**config.mk**
```make
export PLATFORM = sky130hd
export DESIGN_NAME = fader_stim_seq_flat
export DESIGN_NICKNAME = d
export VERILOG_FILES = /design/src/rtl/fader_pkg.sv /design/src/rtl/fader_stim_seq_if.sv /design/src/rtl/fader_frame_mon.sv /design/src/rtl/fader_stim_seq.sv /design/src/flat_wrapper.sv
export SDC_FILE = /design/constraint.sdc
export NUM_CORES = 1
export LEC_CHECK = 0
export CAP_MARGIN = 20
export CORE_ASPECT_RATIO = 0.7
export CORE_MARGIN = 2
export CORE_UTILIZATION = 54
export DETAILED_ROUTE_END_ITERATION = 8
export PLACE_DENSITY = 0.88
export SYNTH_ARGS = -nofsm -noshare
export SYNTH_HDL_FRONTEND = slang
export SYNTH_SLANG_ARGS = --single-unit
```
**constraint.sdc**
```tcl
create_clock -name clk -period 3.5 [get_ports clk]
set_clock_uncertainty 0.05 [all_clocks]
set_input_delay 0.7 -clock clk [delete_from_list [all_inputs] [get_ports clk]]
set_output_delay 0.7 -clock clk [all_outputs]
set_load 0.005 [all_outputs]
```
**src/rtl/fader_pkg.sv**
```systemverilog
// Shared types and defaults for the fader stimulus sequencer.
// Optional channel checker is built when FADER_STIM_SEQ_CHK_EN is defined.
package fader_pkg;

  localparam int unsigned NCHAN_DEFAULT  = 32;
  localparam int unsigned CHAN_W_DEFAULT = $clog2(NCHAN_DEFAULT);

  typedef enum logic [1:0] {
    MODE_FREE  = 2'd0,
    MODE_BURST = 2'd1,
    MODE_STEP  = 2'd2
  } mode_e;

  typedef enum logic [1:0] {
    StIdle,
    StRun,
    StDrain
  } state_e;

endpackage

```
**src/rtl/fader_stim_seq_if.sv**
```systemverilog
// Control, fader-return and status bundle of the stimulus sequencer.
// The master side drives control and the fader stream; the slave is the sequencer.
interface fader_stim_seq_if #(
    parameter int unsigned TIDX_W   = 25,
    parameter int unsigned PERIOD_W = 10,
    parameter int unsigned CHAN_W   = 5,
    parameter int unsigned BURST_W  = 16
);

    logic                enable;
    logic [1:0]          mode;
    logic                arm;
    logic [PERIOD_W-1:0] period;
    logic [BURST_W-1:0]  burst_len;
    logic [TIDX_W-1:0]   tidx_step;
    logic [TIDX_W-1:0]   tidx_base;
    logic                dv_in;
    logic [CHAN_W-1:0]   chan_in;
    logic                start;
    logic [TIDX_W-1:0]   t_index;
    logic                busy;
    logic                done;
    logic                overrun;
    logic [BURST_W-1:0]  frame_count;
    logic                chan_err;

    modport master (
        output enable, mode, arm, period, burst_len, tidx_step, tidx_base, dv_in, chan_in,
        input  start, t_index, busy, done, overrun, frame_count, chan_err
    );

    modport slave (
        input  enable, mode, arm, period, burst_len, tidx_step, tidx_base, dv_in, chan_in,
        output start, t_index, busy, done, overrun, frame_count, chan_err
    );

endinterface

```
**src/rtl/fader_frame_mon.sv**
```systemverilog
// Watches the fader output stream: beat/frame counting, overrun detection and,
// when FADER_STIM_SEQ_CHK_EN is defined, a channel-order checker.
module fader_frame_mon #(
    parameter int unsigned NCHAN   = 32,
    parameter int unsigned CHAN_W  = 5,
    parameter int unsigned BURST_W = 16
) (
    input  logic               clk,
    input  logic               reset_n,
    input  logic               clear_i,
    input  logic               abort_i,
    input  logic               start_i,
    input  logic               dv_i,
    input  logic [CHAN_W-1:0]  chan_i,
    output logic               active_o,
    output logic               idle_o,
    output logic [BURST_W-1:0] frame_count_o,
    output logic               overrun_o,
    output logic               chan_err_o
);

    localparam logic [CHAN_W-1:0] LastBeat = CHAN_W'(NCHAN - 1);

    logic [CHAN_W-1:0]  beat_q, beat_d;
    logic [BURST_W-1:0] frames_q, frames_d;
    logic               pending_q, pending_d;
    logic               overrun_q, overrun_d;

    always_comb begin
        beat_d    = beat_q;
        frames_d  = frames_q;
        pending_d = pending_q;
        overrun_d = overrun_q;
        if (dv_i) begin
            pending_d = 1'b0;
            if (beat_q == LastBeat) begin
                beat_d   = '0;
                frames_d = frames_q + 1'b1;
            end else begin
                beat_d = beat_q + 1'b1;
            end
        end
        // A beat coinciding with a start belongs to the earlier frame.
        if (start_i) begin
            pending_d = 1'b1;
            if (beat_q != '0 || pending_q) overrun_d = 1'b1;
        end
        if (abort_i) begin
            beat_d    = '0;
            pending_d = 1'b0;
        end
        if (clear_i) begin
            frames_d  = '0;
            overrun_d = 1'b0;
            pending_d = 1'b0;
        end
    end

    always_ff @(posedge clk or negedge reset_n) begin
        if (!reset_n) begin
            beat_q    <= '0;
            frames_q  <= '0;
            pending_q <= 1'b0;
            overrun_q <= 1'b0;
        end else begin
            beat_q    <= beat_d;
            frames_q  <= frames_d;
            pending_q <= pending_d;
            overrun_q <= overrun_d;
        end
    end

    assign active_o      = (beat_q != '0);
    assign idle_o        = (beat_q == '0) && !pending_q;
    assign frame_count_o = frames_q;
    assign overrun_o     = overrun_q;

`ifdef FADER_STIM_SEQ_CHK_EN
    logic [CHAN_W-1:0] exp_q, exp_d;
    logic              err_q, err_d;
    logic [CHAN_W-1:0] ref_chan;

    always_comb begin
        exp_d    = exp_q;
        err_d    = err_q;
        ref_chan = exp_q;
        if (dv_i) begin
            // On mismatch, follow the fader's numbering from here on.
            if (chan_i != exp_q) begin
                err_d    = 1'b1;
                ref_chan = chan_i;
            end
            exp_d = (ref_chan == LastBeat || beat_q == LastBeat) ? '0 : ref_chan + 1'b1;
        end
        if (abort_i) exp_d = '0;
        if (clear_i) err_d = 1'b0;
    end

    always_ff @(posedge clk or negedge reset_n) begin
        if (!reset_n) begin
            exp_q <= '0;
            err_q <= 1'b0;
        end else begin
            exp_q <= exp_d;
            err_q <= err_d;
        end
    end

    assign chan_err_o = err_q;
`else
    logic unused_chan;
    assign unused_chan = ^chan_i;
    assign chan_err_o  = 1'b0;
`endif

endmodule

```
**src/rtl/fader_stim_seq.sv**
```systemverilog
// Start-pulse / t_index sequencer for the fader core (free-run, burst, single-step).
// FADER_STIM_SEQ_CHK_EN enables the channel-order checker in the frame monitor.
module fader_stim_seq
    import fader_pkg::*;
#(
    parameter int unsigned TIDX_W   = 25,
    parameter int unsigned PERIOD_W = 10,
    parameter int unsigned NCHAN    = NCHAN_DEFAULT,
    parameter int unsigned CHAN_W   = CHAN_W_DEFAULT,
    parameter int unsigned BURST_W  = 16
) (
    input logic             clk,
    input logic             reset_n,
    fader_stim_seq_if.slave bus
);

    state_e              state_q, state_d;
    mode_e               mode_q, mode_d;
    logic [PERIOD_W-1:0] period_q, period_d;
    logic [PERIOD_W-1:0] cnt_q, cnt_d;
    logic [BURST_W-1:0]  burst_q, burst_d;
    logic [BURST_W-1:0]  starts_q, starts_d;
    logic [TIDX_W-1:0]   step_q, step_d;
    logic [TIDX_W-1:0]   tidx_q, tidx_d;
    logic [BURST_W-1:0]  starts_nxt;

    logic start, done, clear, abort;
    logic mon_active, mon_idle;

    assign starts_nxt = starts_q + 1'b1;
    assign abort      = !bus.enable && (state_q != StIdle);

    always_comb begin
        state_d  = state_q;
        mode_d   = mode_q;
        period_d = period_q;
        cnt_d    = cnt_q;
        burst_d  = burst_q;
        starts_d = starts_q;
        step_d   = step_q;
        tidx_d   = tidx_q;
        start    = 1'b0;
        done     = 1'b0;
        clear    = 1'b0;
        unique case (state_q)
            StIdle: begin
                if (bus.enable && bus.arm) begin
                    unique case (bus.mode)
                        2'd0:    mode_d = MODE_FREE;
                        2'd1:    mode_d = MODE_BURST;
                        default: mode_d = MODE_STEP;
                    endcase
                    period_d = bus.period;
                    cnt_d    = bus.period;
                    burst_d  = bus.burst_len;
                    step_d   = bus.tidx_step;
                    tidx_d   = bus.tidx_base;
                    starts_d = '0;
                    clear    = 1'b1;
                    state_d  = StRun;
                end
            end
            StRun: begin
                if (!bus.enable) begin
                    state_d = StIdle;
                end else if (mode_q == MODE_BURST && burst_q == '0) begin
                    state_d = StDrain;
                end else if (cnt_q == '0) begin
                    // t_index moves on after the start so it is stable during the pulse.
                    start    = 1'b1;
                    cnt_d    = period_q;
                    starts_d = starts_nxt;
                    tidx_d   = tidx_q + step_q;
                    if (mode_q == MODE_STEP || (mode_q == MODE_BURST && starts_nxt == burst_q)) begin
                        state_d = StDrain;
                    end
                end else begin
                    cnt_d = cnt_q - 1'b1;
                end
            end
            StDrain: begin
                if (!bus.enable) begin
                    state_d = StIdle;
                end else if (mon_idle) begin
                    done    = 1'b1;
                    state_d = StIdle;
                end
            end
            default: state_d = StIdle;
        endcase
    end

    always_ff @(posedge clk or negedge reset_n) begin
        if (!reset_n) begin
            state_q  <= StIdle;
            mode_q   <= MODE_FREE;
            period_q <= '0;
            cnt_q    <= '0;
            burst_q  <= '0;
            starts_q <= '0;
            step_q   <= '0;
            tidx_q   <= '0;
        end else begin
            state_q  <= state_d;
            mode_q   <= mode_d;
            period_q <= period_d;
            cnt_q    <= cnt_d;
            burst_q  <= burst_d;
            starts_q <= starts_d;
            step_q   <= step_d;
            tidx_q   <= tidx_d;
        end
    end

    fader_frame_mon #(
        .NCHAN   (NCHAN),
        .CHAN_W  (CHAN_W),
        .BURST_W (BURST_W)
    ) u_frame_mon (
        .clk           (clk),
        .reset_n       (reset_n),
        .clear_i       (clear),
        .abort_i       (abort),
        .start_i       (start),
        .dv_i          (bus.dv_in),
        .chan_i        (bus.chan_in),
        .active_o      (mon_active),
        .idle_o        (mon_idle),
        .frame_count_o (bus.frame_count),
        .overrun_o     (bus.overrun),
        .chan_err_o    (bus.chan_err)
    );

    assign bus.start   = start;
    assign bus.done    = done;
    assign bus.t_index = tidx_q;
    assign bus.busy    = (state_q != StIdle) || mon_active;

endmodule

```
**src/flat_wrapper.sv**
```systemverilog
// flat-port wrapper written by rule: the top's interface ports become plain ports
module fader_stim_seq_flat import fader_pkg::*;
#(
    parameter int unsigned TIDX_W   = 25,
    parameter int unsigned PERIOD_W = 10,
    parameter int unsigned NCHAN    = NCHAN_DEFAULT,
    parameter int unsigned CHAN_W   = CHAN_W_DEFAULT,
    parameter int unsigned BURST_W  = 16
)
  (clk, reset_n, bus_enable, bus_mode, bus_arm, bus_period, bus_burst_len, bus_tidx_step, bus_tidx_base, bus_dv_in, bus_chan_in, bus_start, bus_t_index, bus_busy, bus_done, bus_overrun, bus_frame_count, bus_chan_err);
  fader_stim_seq_if #(.TIDX_W(TIDX_W), .PERIOD_W(PERIOD_W), .CHAN_W(CHAN_W), .BURST_W(BURST_W)) bus_i ();
  input logic clk;
  input logic reset_n;
  input wire logic [$bits(bus_i.enable)-1:0] bus_enable;
  input wire logic [$bits(bus_i.mode)-1:0] bus_mode;
  input wire logic [$bits(bus_i.arm)-1:0] bus_arm;
  input wire logic [$bits(bus_i.period)-1:0] bus_period;
  input wire logic [$bits(bus_i.burst_len)-1:0] bus_burst_len;
  input wire logic [$bits(bus_i.tidx_step)-1:0] bus_tidx_step;
  input wire logic [$bits(bus_i.tidx_base)-1:0] bus_tidx_base;
  input wire logic [$bits(bus_i.dv_in)-1:0] bus_dv_in;
  input wire logic [$bits(bus_i.chan_in)-1:0] bus_chan_in;
  output wire logic [$bits(bus_i.start)-1:0] bus_start;
  output wire logic [$bits(bus_i.t_index)-1:0] bus_t_index;
  output wire logic [$bits(bus_i.busy)-1:0] bus_busy;
  output wire logic [$bits(bus_i.done)-1:0] bus_done;
  output wire logic [$bits(bus_i.overrun)-1:0] bus_overrun;
  output wire logic [$bits(bus_i.frame_count)-1:0] bus_frame_count;
  output wire logic [$bits(bus_i.chan_err)-1:0] bus_chan_err;
  assign bus_i.enable = bus_enable;
  assign bus_i.mode = bus_mode;
  assign bus_i.arm = bus_arm;
  assign bus_i.period = bus_period;
  assign bus_i.burst_len = bus_burst_len;
  assign bus_i.tidx_step = bus_tidx_step;
  assign bus_i.tidx_base = bus_tidx_base;
  assign bus_i.dv_in = bus_dv_in;
  assign bus_i.chan_in = bus_chan_in;
  assign bus_start = bus_i.start;
  assign bus_t_index = bus_i.t_index;
  assign bus_busy = bus_i.busy;
  assign bus_done = bus_i.done;
  assign bus_overrun = bus_i.overrun;
  assign bus_frame_count = bus_i.frame_count;
  assign bus_chan_err = bus_i.chan_err;
  fader_stim_seq #(.TIDX_W(TIDX_W), .PERIOD_W(PERIOD_W), .NCHAN(NCHAN), .CHAN_W(CHAN_W), .BURST_W(BURST_W)) u_core (.clk(clk), .reset_n(reset_n), .bus(bus_i));
endmodule
```
=== Word-level counts from Yosys, hierarchy flattened ===
Cells that the tools add are included.

* Bits in registers: 129
* Latch bits: 0
* RAM bits: 0
* ROM bits: 0
* Input bits: 88
* Output and inout port bits: 46
* Logic and storage cells: 107
* Memories kept: 0

* $add $sub $neg: 5
* Multiply operators: 0
* Div/mod/pow operators: 0
* Order comparisons: 0
* Eq/ne operators: 14
* Shift-type cells: 0
* Mux-type cells: 46
* Bitwise operators: 0
* Reductions and logical operators: 30

{| class="wikitable"
|+ Operators with widths
! operator !! number
|-
| 2-to-1 mux 16 bit || 7
|-
| 2-to-1 mux 25 bit || 4
|-
| one-hot mux 25 bit (2 select lines) || 1
|-
| 2-to-1 mux 10 bit || 4
|-
| adder 16 x 1 -> 16 bit, second input constant || 2
|-
| one-hot mux 16 bit (2 select lines) || 1
|-
| adder 25 bit || 1
|-
| one-hot mux 10 bit (2 select lines) || 1
|-
| equality test 16 bit || 1
|-
| zero test 16 bit || 1
|-
| 2-to-1 mux 1 bit || 16
|-
| 2-to-1 mux 5 bit || 3
|-
| 2-to-1 mux 2 bit || 7
|-
| nonzero test 2 bit || 7
|-
| zero test 10 bit || 1
|-
| subtractor 10 x 1 -> 10 bit, second input constant || 1
|-
| inequality test 4 x 2 -> 1 bit, second input constant || 2
|-
| AND reduction 4 bit || 2
|-
| equality test 2 x 1 -> 1 bit, second input constant || 3
|-
| one-hot mux 2 bit (3 select lines) || 1
|-
| AND reduction 2 bit || 3
|-
| adder 5 x 1 -> 5 bit, second input constant || 1
|-
| equality test 5 bit, second input constant || 1
|-
| logical AND 1 bit || 5
|-
| other kinds (12) || 19
|}

=== Depth between registers and ports, before layout ===
Gate-level depths: netlist of run 1.

* Word-level depth: 9
* Mapped depth: 12
* Depth with buffers taken out: 11

=== Modules after synthesis ===
A second synthesis of run 1 with hierarchy kept.

* Cell total of the unflattened synthesis: 817
* Area total of the unflattened synthesis: 7631.1 um^2

{| class="wikitable"
|+ By module, submodules not included
! module !! times used !! cells an instance !! area an instance (um^2) !! sequential area each (um^2)
|-
| fader_stim_seq || 1 || 696 || 6457.4 || 2652.5
|-
| fader_frame_mon || 1 || 121 || 1173.6 || 575.6
|}

=== Worst setup path after synthesis of run 1 ===
OpenSTA, ideal clock, no wires.

* Kind: reg2out
* From: reg u_core.cnt_q[0]
* To: out bus_start
* Arrival time: 2.301 ns
* Data required time: 2.750 ns
* Path slack: 0.449 ns
* Stages on the path, launching flop included: 10
* Buffers on the path: 3
* Cell sequence: dfrtp_1 inv_1 ha_1 or4b_4 or2_1 buf_6 or3_1 buf_2 clkbuf_1 nor2_1

* Word-level cells in the longest chain between the ends: 5

{| class="wikitable"
|+ RTL lines
! item !! line !! source
|-
| from (decl) || fader_stim_seq.sv:20 || <nowiki>logic [PERIOD_W-1:0] cnt_q, cnt_d;</nowiki>
|-
| from (signal assigned) || fader_stim_seq.sv:107 || <nowiki>cnt_q <= cnt_d;</nowiki>
|-
| zero test 10 bit || fader_stim_seq.sv:68 || <nowiki>end else if (cnt_q == '0) begin</nowiki>
|-
| 2-to-1 mux 1 bit || fader_stim_seq.sv:68 ||
|-
| 2-to-1 mux 1 bit || fader_stim_seq.sv:66 || <nowiki>end else if (mode_q == MODE_BURST && burst_q == '0) begin</nowiki>
|-
| 2-to-1 mux 1 bit || fader_stim_seq.sv:64 || <nowiki>if (!bus.enable) begin</nowiki>
|-
| 2-to-1 mux 1 bit || fader_stim_seq.sv:45 || <nowiki>unique case (state_q)</nowiki>
|-
| to (decl) || flat_wrapper.sv:23 || <nowiki>output wire logic [$bits(bus_i.start)-1:0] bus_start;</nowiki>
|}

No other way between the ends.

=== Worst setup path after layout of run 1 ===
Ends and elaborated chain as after synthesis.

==> flow_summary.yaml, run 1 <==
grt:
  grt_use_met2_pct: 43.7
  grt_busiest_layer: "met2"
  grt.total_usage_pct: 27.5
  gr-total-overflow: 0
  grt_util_met1_pct: 38.8
  grt_pass1_vias: 6447
  grt_pass1_wl_mm: 32.6
  use_met3_pct: 5.35
  antenna_found_initial: 0
  grt_max_degree: 93
sta:
  period_share_pct: 93.9
  setup-violations-final: 0
  hold_violations: 0
  drv_slew: 0
  achievable-frequency_mhz: 304
  rsz0062_at_grt: "no"
  fin_crit_ps: 3290
  tightest_slew_ps: 1070
  slew_headroom_pct: 29.0
  setup_tns_ps: 0
  hold_ws_ps: 194
  setup_ws_ps: 214
power:
  p_leak_nw: 4.17
  p_int_mw: 4.82
  pwr-share-seq_pct: 31.4
  netSwitchingPower_mw: 2.89
  pwr-share-clk_pct: 24.5
  power_density_mw_per_mm2: 796
  irDropWorstVdd_mv: 0.448
  comb_power_share_pct: 44.1
  p_sw_share_pct: 37.4
cts:
  clk_path_buf_depth: 2
  clock_sinks: 129
  root_buffer: "clkbuf_16"
  htreeDepth: 4
  cts_tree: "built"
  clk_latency_ps: 420
  cts-buffers-inserted: 17
  cts_hold_buf: 0
  clkSlewWorstSetupHoldPaths_ps: 60
synth:
  synth_top_family_by_area: "simple AND/OR/NAND/NOR gates"
  synthCells: 805
  synth_area_leader_cell: "dfrtp_1"
  synthSimpleGateAreaFrac_pct: 18.3
  yosysTopAreaCellShare_pct: 42.9
  yosysWarnings: 0
  ys_seq_area_share_pct: 42.9
  netlist_top_cells_area: "dfrtp_1 43%, mux2_2 7.5%, ha_1 5.0%, nand2_1 3.9%, nor2_1 3.6%"
  synth-edff-count: 0
  synth_area_sq_mm: 0.00753
  ys_types: 64
  synth_fa_ha_area_share_pct: 5.25
  synth_compound_area_share_pct: 15.8
  muxShareOfSynthArea_pct: 8.81
  synth_flop_cell: "dfrtp_1"
  avgSynthCellArea_sq_um: 9.35
  async_flop_share_pct: 100
  syn_nets: 924
  yosys_register_bits: 129
  synth_xor_area_share_pct: 5.82
detailed_routing:
  drtIter0Drc: 550
  drc: 0
  wl_mm: 20.1
  vias: 6711
  postRouteAntennaNets: 0
  dr.pass1.iters: 5
  detail_route.wl_per_cell_um: 17.7
  vias_per_cell: 5.93
place:
  hpwl_mm: 13.9
  io_buffer_count: 127
  dp_slack_ps: 167
  dpl-instance-area_sq_mm: 0.00903
  gp_congestion: 0.898
floorplanning:
  die_y_um: 103
  die_w_um: 145
  fp-row-count: 36
  initial_utilization_pct: 54.6
  dieArea_sq_mm: 0.0149
  core_area_sq_mm: 0.0138
  io_pins: 134
critical_path:
  cp.arrival_ps: 2540
  worstSetupPathType: "flip-flop to output port"
  cp.depth: 7
  cp_slowest_cell: "or4b_4"
  critPathMaxStageDelay_ps: 470
  reg2reg_to: "u_core.bus.t_index[24]$_DFFE_PN0P_"
  critPathLaunchType: "flip-flop"
  cp_max_fo: 4
  worst-path-buf-inv: 2
  path_cells: "inv_1, ha_2, or4b_4, or2_1, or3_4, nor2_2, dlygate4sd2_1"
  cp.required_ps: 2750
  r2r_slack_ps: 340
  cp_top_family: "simple AND/OR/NAND/NOR gates"
  critical_path.endpoint: "bus_start"
  rr_worst_depth: 11
  r2r-start: "u_core.bus.t_index[0]$_DFFE_PN0P_"
  cp-startpoint: "u_core.cnt_q[0]$_DFFE_PN0P_"
  setup.worst_path.end_class: "output port"
finish:
  design_area_sq_mm: 0.00969
  multi_input_area_sq_mm: 0.00410
  syn2layout_area_growth_pct: 28.7
  final_common_cell: "dfrtp_1"
  antenna_cells: 0
  regArea_sq_mm: 0.00323
  drive_gt1_share_pct: 12.2
  nets: 1048
  nFillCells: 1029
  final_cell_mix: "129 x dfrtp_1, 125 x clkdlybuf4s50_1, 78 x nand2_1"
status:
  outcome: "finished clean"
job:
  max_cap_violations: 0
worst_hold_path:
  min_path_type: "input pin to async pin"
-- Yosys cell counts, drive strengths merged, types with 5 or more instances --
| library cell | n |
|---|---|
| nor2 | 73 |
| nand2 | 78 |
| or2 | 5 |
| and3 | 22 |
| xor2 | 23 |
| o31ai | 10 |
| nand2b | 5 |
| clkbuf | 33 |
| a31oi | 12 |
| dfrtp | 129 |
| mux2i | 10 |
| mux2 | 50 |
| nor2b | 10 |
| nor4 | 11 |
| o21a | 7 |
| o22ai | 5 |
| a211oi | 6 |
| o21ai | 55 |
| xnor2 | 27 |
| nand4 | 8 |
| inv | 17 |
| ha | 30 |
| buf | 7 |
| nand3 | 31 |
| or3 | 8 |
| nor3 | 21 |
| a21o | 15 |
| a21oi | 53 |
-- power by group through the flow --
stage / Combinational [mW] / Clock (mW) / Sequential (mW)
final: 3.40 / 1.89 / 2.42
after global routing: 3.76 / 1.97 / 2.48
after CTS: 3.35 / 1.90 / 2.41
after detailed placement: 3.25 / 0 / 2.44
after global placement: 3.15 / 0 / 2.40
after floorplan: 2.31 / 0 / 2.31
-- kinds of logic after synthesis --
family / count (synthesis)
buf+inv: 57
simple gates: 285
compound gates: 192
fa+ha+maj: 31
flops: 129
mux: 60
other cells: 1
xor+xnor: 50
-- final cells by class --
cell class / instances / area share (%)
multi-input combinational: 619 / 42.3
sequential: 129 / 33.3
timing repair buffer: 145 / 14.9
clock buffer: 21 / 4.75
tap: 190 / 2.45
clock inverter: 11 / 1.65
inverter: 17 / 0.659
-- stage by stage --
step,power [mW],std cells,util (%)
2_1_floorplan,4.61,805,-
3_3_place_gp,5.55,1097,65.5
3_5_place_dp,5.69,1097,65.5
4_1_cts,7.66,1132,70.2
5_1_grt,8.22,1132,70.3
6_report,7.71,1132,70.3
-- per-layer routing --
metal / routed length [um] / vias to the layer above
met5: 0 / -
met1: 9440 / 3268
li1: - / 3163
met2: 9180 / 253
met3: 1140 / 27
met4: 328 / 0
-- repair_timing --
action	4_1_cts	5_1_grt
buffers inserted	3	0
cloned	0	0
resized for setup	4	2
setup endpoints to repair	1	3
pin swaps	1	0
-- worst min path at each step --
stage | start | to | slack (ps) | depth (start not counted)
after floorplan | reset_n | u_core.burst_q[0]$_DFFE_PN0P_ | 350 | 0
after global placement | u_core.period_q[2]$_DFFE_PN0P_ | u_core.period_q[2]$_DFFE_PN0P_ | 440 | 1
after detailed placement | u_core.period_q[2]$_DFFE_PN0P_ | u_core.period_q[2]$_DFFE_PN0P_ | 440 | 1
after CTS | reset_n | u_core.u_frame_mon.frame_count_o[15]$_DFFE_PN0P_ | 200 | 1
after global routing | reset_n | u_core.u_frame_mon.frame_count_o[15]$_DFFE_PN0P_ | 230 | 1
final | reset_n | u_core.u_frame_mon.frame_count_o[15]$_DFFE_PN0P_ | 190 | 1
-- worst reg2reg max path, stage by stage, from the launching register on --
cell	delay, ps
dfrtp_1	360
ha_1	190
inv_1	60
fa_1	380
nor2b_1	170
o21a_1	160
o21a_1	190
o21ai_0	250
a2111oi_2	490
o22ai_1	290
o2111a_1	320
nor3_1	160
-- sequential cells by signal (all words and copies together) (netlist names) --
register and cells:
u_core.bus.t_index 25, u_core.step_q 25, u_core.burst_q 16, u_core.starts_q 16
u_core.u_frame_mon.frame_count_o 16, u_core.cnt_q 10, u_core.period_q 10, u_core.u_frame_mon.beat_q 5
u_core.mode_q 2, u_core.state_q 2, u_core.u_frame_mon.overrun_o 1, u_core.u_frame_mon.pending_q 1
Note: power is estimated with default switching activity, not from simulation.
==> inputs of run 2 (changes only) <==
- CORE_UTILIZATION: 54 -> 45
- PLACE_DENSITY: 0.88 -> 0.76
==> flow_summary.yaml, run 2 (synthesis gave the netlist of run 1 again) <==
sta:
  period_share_pct: 95.0
  slew_headroom_pct: 38.3
  rsz0062_at_grt: "no"
  tightest_slew_ps: 926
  fin_crit_ps: 3330
  setup-violations-final: 0
  hold_violations: 0
  achievable-frequency_mhz: 301
  drv_slew: 0
  setup_tns_ps: 0
grt:
  grt_pass1_vias: 6177
  gr-total-overflow: 0
  antenna_found_initial: 0
  grt.total_usage_pct: 22.8
  grt_max_degree: 39
  grt_pass1_wl_mm: 31.9
critical_path:
  worstSetupPathType: "flip-flop to flip-flop"
  cp.arrival_ps: 3600
  cp.required_ps: 3780
  cp_max_fo: 4
  setup.worst_path.end_class: "flip-flop"
  critical_path.endpoint: "u_core.bus.t_index[24]$_DFFE_PN0P_"
  reg2reg_to: "u_core.bus.t_index[24]$_DFFE_PN0P_"
  cp-startpoint: "u_core.bus.t_index[0]$_DFFE_PN0P_"
  r2r_slack_ps: 170
  critPathLaunchType: "flip-flop"
  rr_worst_depth: 11
  r2r-start: "u_core.bus.t_index[0]$_DFFE_PN0P_"
power:
  p_leak_nw: 4.19
  pwr-share-clk_pct: 25.1
  irDropWorstVdd_mv: 0.402
  pwr-share-seq_pct: 31.3
  p_sw_share_pct: 36.9
  power_density_mw_per_mm2: 787
  netSwitchingPower_mw: 2.84
  p_int_mw: 4.85
  comb_power_share_pct: 43.6
finish:
  antenna_cells: 0
  drive_gt1_share_pct: 12.6
  final_common_cell: "dfrtp_1"
  postLayoutCoreUtil_pct: 59.7
  final_cell_mix: "129 x dfrtp_1, 125 x clkdlybuf4s50_1, 78 x nand2_1"
  nets: 1051
  syn2layout_area_growth_pct: 29.8
worst_hold_path:
  min_path_type: "input pin to async pin"
detailed_routing:
  vias_per_cell: 5.59
  dr.pass1.iters: 5
  drtIter0Drc: 511
  detail_route.wl_per_cell_um: 16.7
  postRouteAntennaNets: 0
  vias: 6535
  drc: 0
  wl_mm: 19.6
place:
  hpwl_mm: 14.0
  gp_congestion: 0.870
  io_buffer_count: 127
job:
  max_cap_violations: 0
cts:
  cts_tree: "built"
  htreeDepth: 4
  clk_path_buf_depth: 2
  clkSlewWorstSetupHoldPaths_ps: 60
  clk_latency_ps: 420
  cts-buffers-inserted: 17
  root_buffer: "clkbuf_16"
  clock_sinks: 129
  cts_hold_buf: 0
floorplanning:
  die_w_um: 159
  dieArea_sq_mm: 0.0178
  core_area_sq_mm: 0.0163
  die_y_um: 112
  initial_utilization_pct: 46.0
  io_pins: 134
  fp-row-count: 39
status:
  outcome: "finished clean"
==> run 2: cell count changes in the layout (fill, tap and decap cells not counted), sizes merged <==
cell / delta
buf: +3
clkbuf: -1
clkinvlp: -1
clkinv: +2
==> run 2: cell type report <==
| class | instances | area (sq um) |
|---|---|---|
| Fill cell | 1404 | 6580 |
| Tap cell | 225 | 282 |
| Clock buffer | 20 | 467 |
| Clock inverter | 12 | 181 |
| Inverter | 17 | 63.8 |
| Timing Repair Buffer | 148 | 1450 |
| Sequential cell | 129 | 3230 |
| Multi-Input combinational cell | 619 | 4100 |
==> run 2: metrics by stage <==
stage               cells  hold slack [ps]  instance area, sq um  setup slack [ps]  power [mW]
floorplan             805              354                  7530               449        4.61
global placement     1136              437                  9090               215        5.60
detailed placement   1136              439                  9090               171        5.68
CTS                  1170              192                  9770               171        7.68
global route         1170              201                  9770              21.3        8.24
finish               1170              189                  9770               174        7.69
==> run 2: what timing repair did <==
action / CTS / global route
endpoints found under the setup margin: 1 / 0
buffers inserted: 2 / 0
endpoints found under the hold margin: 0 / 0
resized for setup: 5 / 0
==> run 2: critical path: stages, from the launching register on <==
cell and delay (ps):
dfrtp_1 370, ha_1 190, inv_1 60, fa_1 380, nor2b_1 180, o21a_1 150, o21a_1 160, o21ai_0 220
a2111oi_0 620, o22ai_1 350, o2111a_1 320, nor3_1 190
==> run 2: power groups by stage <==
stage | combinational, mW | sequential (mW) | clock (mW)
finish | 3.35 | 2.41 | 1.93
floorplan | 2.31 | 2.31 | 0
CTS | 3.33 | 2.40 | 1.96
global route | 3.73 | 2.47 | 2.04
global placement | 3.20 | 2.40 | 0
detailed placement | 3.26 | 2.43 | 0
==> run 2: worst min path at each step <==
stage,to,startpoint
finish,u_core.u_frame_mon.frame_count_o[15]$_DFFE_PN0P_,reset_n
global placement,u_core.cnt_q[8]$_DFFE_PN0P_,u_core.cnt_q[8]$_DFFE_PN0P_
CTS,u_core.u_frame_mon.frame_count_o[15]$_DFFE_PN0P_,reset_n
detailed placement,u_core.period_q[2]$_DFFE_PN0P_,u_core.period_q[2]$_DFFE_PN0P_
floorplan,u_core.burst_q[0]$_DFFE_PN0P_,reset_n
global route,u_core.u_frame_mon.frame_count_o[15]$_DFFE_PN0P_,reset_n
==> run 2: per-layer routing <==
metal,GRT usage [%],up-vias,part of all wire [%]
met2,33.9,152,44
met1,34.1,3214,51
met3,5.33,10,4.5
met4,4.02,0,0.68
met5,0,-,0
li1,-,3159,-
==> RTL change 1 (config.mk and constraints of run 2) <==
`PERIOD_W` is set to 10 in 3 places; all go to 14.
--- a/src/rtl/fader_stim_seq_if.sv
+++ b/src/rtl/fader_stim_seq_if.sv
@@ -2,7 +2,7 @@
 // The master side drives control and the fader stream; the slave is the sequencer.
 interface fader_stim_seq_if #(
     parameter int unsigned TIDX_W   = 25,
-    parameter int unsigned PERIOD_W = 10,
+    parameter int unsigned PERIOD_W = 14,
     parameter int unsigned CHAN_W   = 5,
     parameter int unsigned BURST_W  = 16
 );
--- a/src/rtl/fader_stim_seq.sv
+++ b/src/rtl/fader_stim_seq.sv
@@ -4,7 +4,7 @@
     import fader_pkg::*;
 #(
     parameter int unsigned TIDX_W   = 25,
-    parameter int unsigned PERIOD_W = 10,
+    parameter int unsigned PERIOD_W = 14,
     parameter int unsigned NCHAN    = NCHAN_DEFAULT,
     parameter int unsigned CHAN_W   = CHAN_W_DEFAULT,
     parameter int unsigned BURST_W  = 16
--- a/src/flat_wrapper.sv
+++ b/src/flat_wrapper.sv
@@ -2,7 +2,7 @@
 module fader_stim_seq_flat import fader_pkg::*;
 #(
     parameter int unsigned TIDX_W   = 25,
-    parameter int unsigned PERIOD_W = 10,
+    parameter int unsigned PERIOD_W = 14,
     parameter int unsigned NCHAN    = NCHAN_DEFAULT,
     parameter int unsigned CHAN_W   = CHAN_W_DEFAULT,
     parameter int unsigned BURST_W  = 16
Ports: changed (resized bus_period); port bits go from 134 to 138. The function was not compared with the original's and may differ.
==> RTL change 1 against run 2 <==
Largest cell class unchanged. Highest routed layer unchanged. Worst hold slack improved by 0.032 ns. Power rose by 16%. Die area grew 5.4%. Critical path type is now reg -> out. Area after synthesis increased by 5.6%. First-iteration DRC count rose by 29%. Clock power fell by 9%. Synthesized cell count increased by 19%. Cell area increased by 4.9%. Count of clock-buffer cells in the layout fell by 2. Setup slack lost 0.11 ns. Sequential cell count is 8 higher. Routed wire length increased by 7.5%. Critical path depth fell by 3. Non-clock buffer count up 15.
==> RTL change 1: results (changes against run 2) <==
| Metric | Value |
|---|---|
| Synth cell types | `60 (was 64)` |
| Root Buffer | `clkbuf_16 (unchanged)` |
| Seq/Total Area, Yosys | `43.16% (was 42.89%)` |
| GP Congestion | `0.9000 (was 0.8695)` |
| Peak supply drop | `0.3833 mV (was 0.4023 mV)` |
| R2R Path Start | `u_core.cnt_q[0]$_DFFE_PN0P_ (was u_core.bus.t_index[0]$_DFFE_PN0P_)` |
| Slew @ Worst Pin | `0.8206 ns (was 0.9260 ns)` |
| First-pass GRT wire length | `34.22 mm (was 31.92 mm)` |
| Vias in the first global route | `6815 (was 6177)` |
| CP max FO | `2 (was 4)` |
| Post-synthesis mux area share | `1.150% (was 8.811%)` |
| PortBufs | `131 (was 127)` |
| DP HPWL | `14.44 mm (was 13.96 mm)` |
| Largest net degree at the start of global routing | `72 (was 39)` |
| LEAKAGE | `4.634 nW (was 4.193 nW)` |
| Largest cells by area after synthesis | `dfrtp_1, nand2_1, ha_1, o21ai_0, xnor2_1 (was dfrtp_1, mux2_2, ha_1, nand2_1, nor2_1)` |
| Share of cells above drive strength 1 | `8.167% (was 12.59%)` |
| Routed vias/inst | `5.398 (was 5.585)` |
| Max Buffers Root-to-Sink | `2 (unchanged)` |
| Arr. time, crit path | `2.68 ns (was 3.60 ns)` |
| Status | `finished clean (unchanged)` |
| Place WS | `0.04435 ns (was 0.1713 ns)` |
| XOR/XNOR share of the synthesized area | `5.843% (was 5.819%)` |
| Total GRT Usage | `22.94% (was 22.76%)` |
| Syn_nets | `1079 (was 924)` |
| Synth cell count leaders | `nand2_1, dfrtp_1, nor2_1, o21ai_0, a21oi_1 (was dfrtp_1, nand2_1, nor2_1, o21ai_0, a21oi_1)` |
| Post-synthesis adder-cell area fraction | `4.977% (was 5.254%)` |
| Post-synthesis compound-gate area fraction | `16.49% (was 15.81%)` |
| Nets@finish | `1212 (was 1051)` |
| DRT iter0 DRCs | `658 (was 511)` |
| Avg WL per Cell | `15.77 µm (was 16.71 µm)` |
| DR pass1 iterations | `5 (unchanged)` |
RTL change 1: cell types whose count changed after synthesis, moves of 6 or more:
cell	run 2	this run
a211oi_1	6	12
a22o_1	0	6
dfrtp_1	129	137
mux2_2	50	0
nand2_1	78	239
nor2_1	73	80
o21ai_0	54	72
xnor2_1	27	35
RTL change 1: what timing repair did:
item | in CTS | in global routing
endpoints found under the setup margin | 1 | 23
pin swaps | 6 | 5
resized for setup | 11 | 4
gates cloned | 0 | 0
setup buffers | 2 | 1
RTL change 1: power by group:
part	internal, mW	switching (mW)	total [mW]
Combinational	2.01	2.45	4.46
Clock	1.06	0.702	1.76
Sequential	2.20	0.539	2.73
RTL change 1: cells by family (layout without fill, tap and decap cells):
family | count (synthesis) | count (layout)
compound gates | 213 | 213
xor+xnor | 53 | 53
fa+ha+maj | 31 | 31
buf+inv | 62 | 208
flops | 137 | 137
mux | 9 | 9
other cells | 1 | 1
simple gates | 450 | 450
RTL change 1: final cells by class:
type                            count  area (µm²)
Inverter                           13       48.80
Fill cell                        1543        6975
Timing Repair Buffer              163        1560
Tap cell                          231       289.0
Sequential cell                   137        3428
Multi-Input combinational cell    757        4344
Clock buffer                       18       439.2
Clock inverter                     14       131.4
RTL change 1: through the flow:
stage	setup TNS [ns]	hold slack (ns)	instance area, µm²	cells
2_1_floorplan	-0.004315	0.3544	7953	956
3_3_place_gp	0	0.4052	9599	1298
3_5_place_dp	0	0.4118	9599	1298
4_1_cts	-0.02062	0.2588	10210	1332
5_1_grt	0	0.2720	10240	1333
6_report	0	0.2209	10240	1333
RTL change 1: path summary, 6_finish.rpt:
| path | end | slack [ns] | cells after the start |
|---|---|---|---|
| max | bus_start | 0.07 | 8 |
| min | u_core.burst_q[10]$_DFFE_PN0P_ | 0.22 | 1 |
| max reg2reg | u_core.state_q[1]$_DFFE_PN0P_ | 0.11 | 11 |
| min reg2reg | u_core.period_q[2]$_DFFE_PN0P_ | 0.42 | 2 |
| max in group asynchronous | u_core.bus.t_index[0]$_DFFE_PN0P_ | 2.35 | 2 |
| min in group clk | u_core.period_q[2]$_DFFE_PN0P_ | 0.42 | 2 |
RTL change 1: worst max-delay path, cell delays in order, from the launching register on:
cell      delay (ns)
dfrtp_1         0.39
inv_2           0.09
ha_4            0.15
nand2b_4        0.06
or3_4           0.36
or4_4           0.51
or4_4           0.47
nor2_4          0.14
buf_2           0.12
RTL change 1: per-layer routing:
metal  vias up  GRT usage [%]  routed length, µm
li1       3581              -                  -
met1      3395          33.27              10330
met2       207          35.71               9395
met3        13          4.582               1122
met4         0          5.133                183
met5         -              0                  0
==> RTL change 2 (config.mk and constraints of run 2) <==
Without the edit above. Encoding of `state_e`: now one-hot (3 bits for 3 states).
--- a/src/rtl/fader_pkg.sv
+++ b/src/rtl/fader_pkg.sv
@@ -11,10 +11,10 @@
     MODE_STEP  = 2'd2
   } mode_e;
 
-  typedef enum logic [1:0] {
-    StIdle,
-    StRun,
-    StDrain
+  typedef enum logic [2:0] {
+    StIdle  = 3'b001,
+    StRun   = 3'b010,
+    StDrain = 3'b100
   } state_e;
 
 endpackage
Check against the original RTL: same outputs for any inputs over 4 cycles, from zero or initial values and one cycle with reset_n low; so few cycles prove little.
==> RTL change 2 against run 2 <==
Fmax up 2.3%. Non-clock buffer count decreased by 7. Routed wire length increased by 4.4%. Clock power decreased by 5%. Sequential cell count is 1 higher. Count of clock-buffer cells in the layout shrank 1. Cell area increased by 0.44%. Area after synthesis up 1.7%. Critical path depth shrank 5. Synthesized cell count is 14% higher. Setup slack gained 0.073 ns. Power increased by 12%. Critical path type is now reg -> out. Critical endpoint is now bus_start. Highest routed layer unchanged.
==> RTL change 2: results (changes against run 2) <==
| Metric | Value |
|---|---|
| Status | `finished clean (unchanged)` |
| Syn_nets | `1035 (was 924)` |
| Total GRT Usage | `23.50% (was 22.76%)` |
| Vias | `6908 (was 6535)` |
| Vias in the first global route | `6752 (was 6177)` |
| DP HPWL | `14.35 mm (was 13.96 mm)` |
| Top Family by Delay on Critical Path | `simple AND/OR/NAND/NOR gates (was compound AO/OA/AOI/OAI gates)` |
| Sequential share of cell area | `33.18% (was 33.05%)` |
| R2r setup slk | `0.50 ns (was 0.17 ns)` |
| Reg2reg end | `u_core.bus.t_index[22]$_DFFE_PN0P_ (was u_core.bus.t_index[24]$_DFFE_PN0P_)` |
| Seq/Total Area, Yosys | `42.50% (was 42.89%)` |
| DRT iter0 DRCs | `605 (was 511)` |
| Synth cell types | `67 (was 64)` |
| Met2 Use GR | `34.49% (was 33.94%)` |
| Clock buffers | `19 (was 20)` |
| CP Capture Point | `bus_start (was u_core.bus.t_index[24]$_DFFE_PN0P_)` |
| Share of cells above drive strength 1 | `6.113% (was 12.59%)` |
| Slew @ Worst Pin | `0.7469 ns (was 0.9260 ns)` |
| WL met2 | `8.430 mm (was 8.540 mm)` |
| Logic inverters | `19 (was 17)` |
| Largest net degree at the start of global routing | `65 (was 39)` |
| Setup Fix Bufs, Post-CTS | `0 (was 2)` |
| DR pass1 iterations | `6 (was 5)` |
| Clock Network Area Fraction | `6.237% (was 6.636%)` |
| GP Congestion | `0.8629 (was 0.8695)` |
| Met3 Usage GRT | `5.682% (was 5.328%)` |
| Sequential cell power | `2.61 mW (was 2.41 mW)` |
-- RTL change 2: kinds of logic after synthesis --
family | count (synthesis) | synth area share [%]
compound gates | 203 | 16.29
other cells | 1 | 0.04897
mux | 8 | 1.078
xor+xnor | 53 | 6.062
flops | 130 | 42.50
buf+inv | 61 | 3.448
simple gates | 429 | 25.41
fa+ha+maj | 31 | 5.163
-- RTL change 2: stage by stage --
stage / hold slack [ns] / util [%] / area, µm² / power, mW
CTS: 0.3139 / 59.48 / 9809 / 8.632
floorplan: 0.3544 / - / 7657 / 5.431
global placement: 0.4138 / 55.77 / 9198 / 6.630
detailed placement: 0.4173 / 55.77 / 9198 / 6.741
finish: 0.2831 / 59.48 / 9809 / 8.631
global route: 0.3344 / 59.48 / 9809 / 9.361
-- RTL change 2: what timing repair did --
item	4_1_cts	5_1_grt
endpoints found under the setup margin	0	1
resized for setup	0	1
hold endpoints to repair	0	0
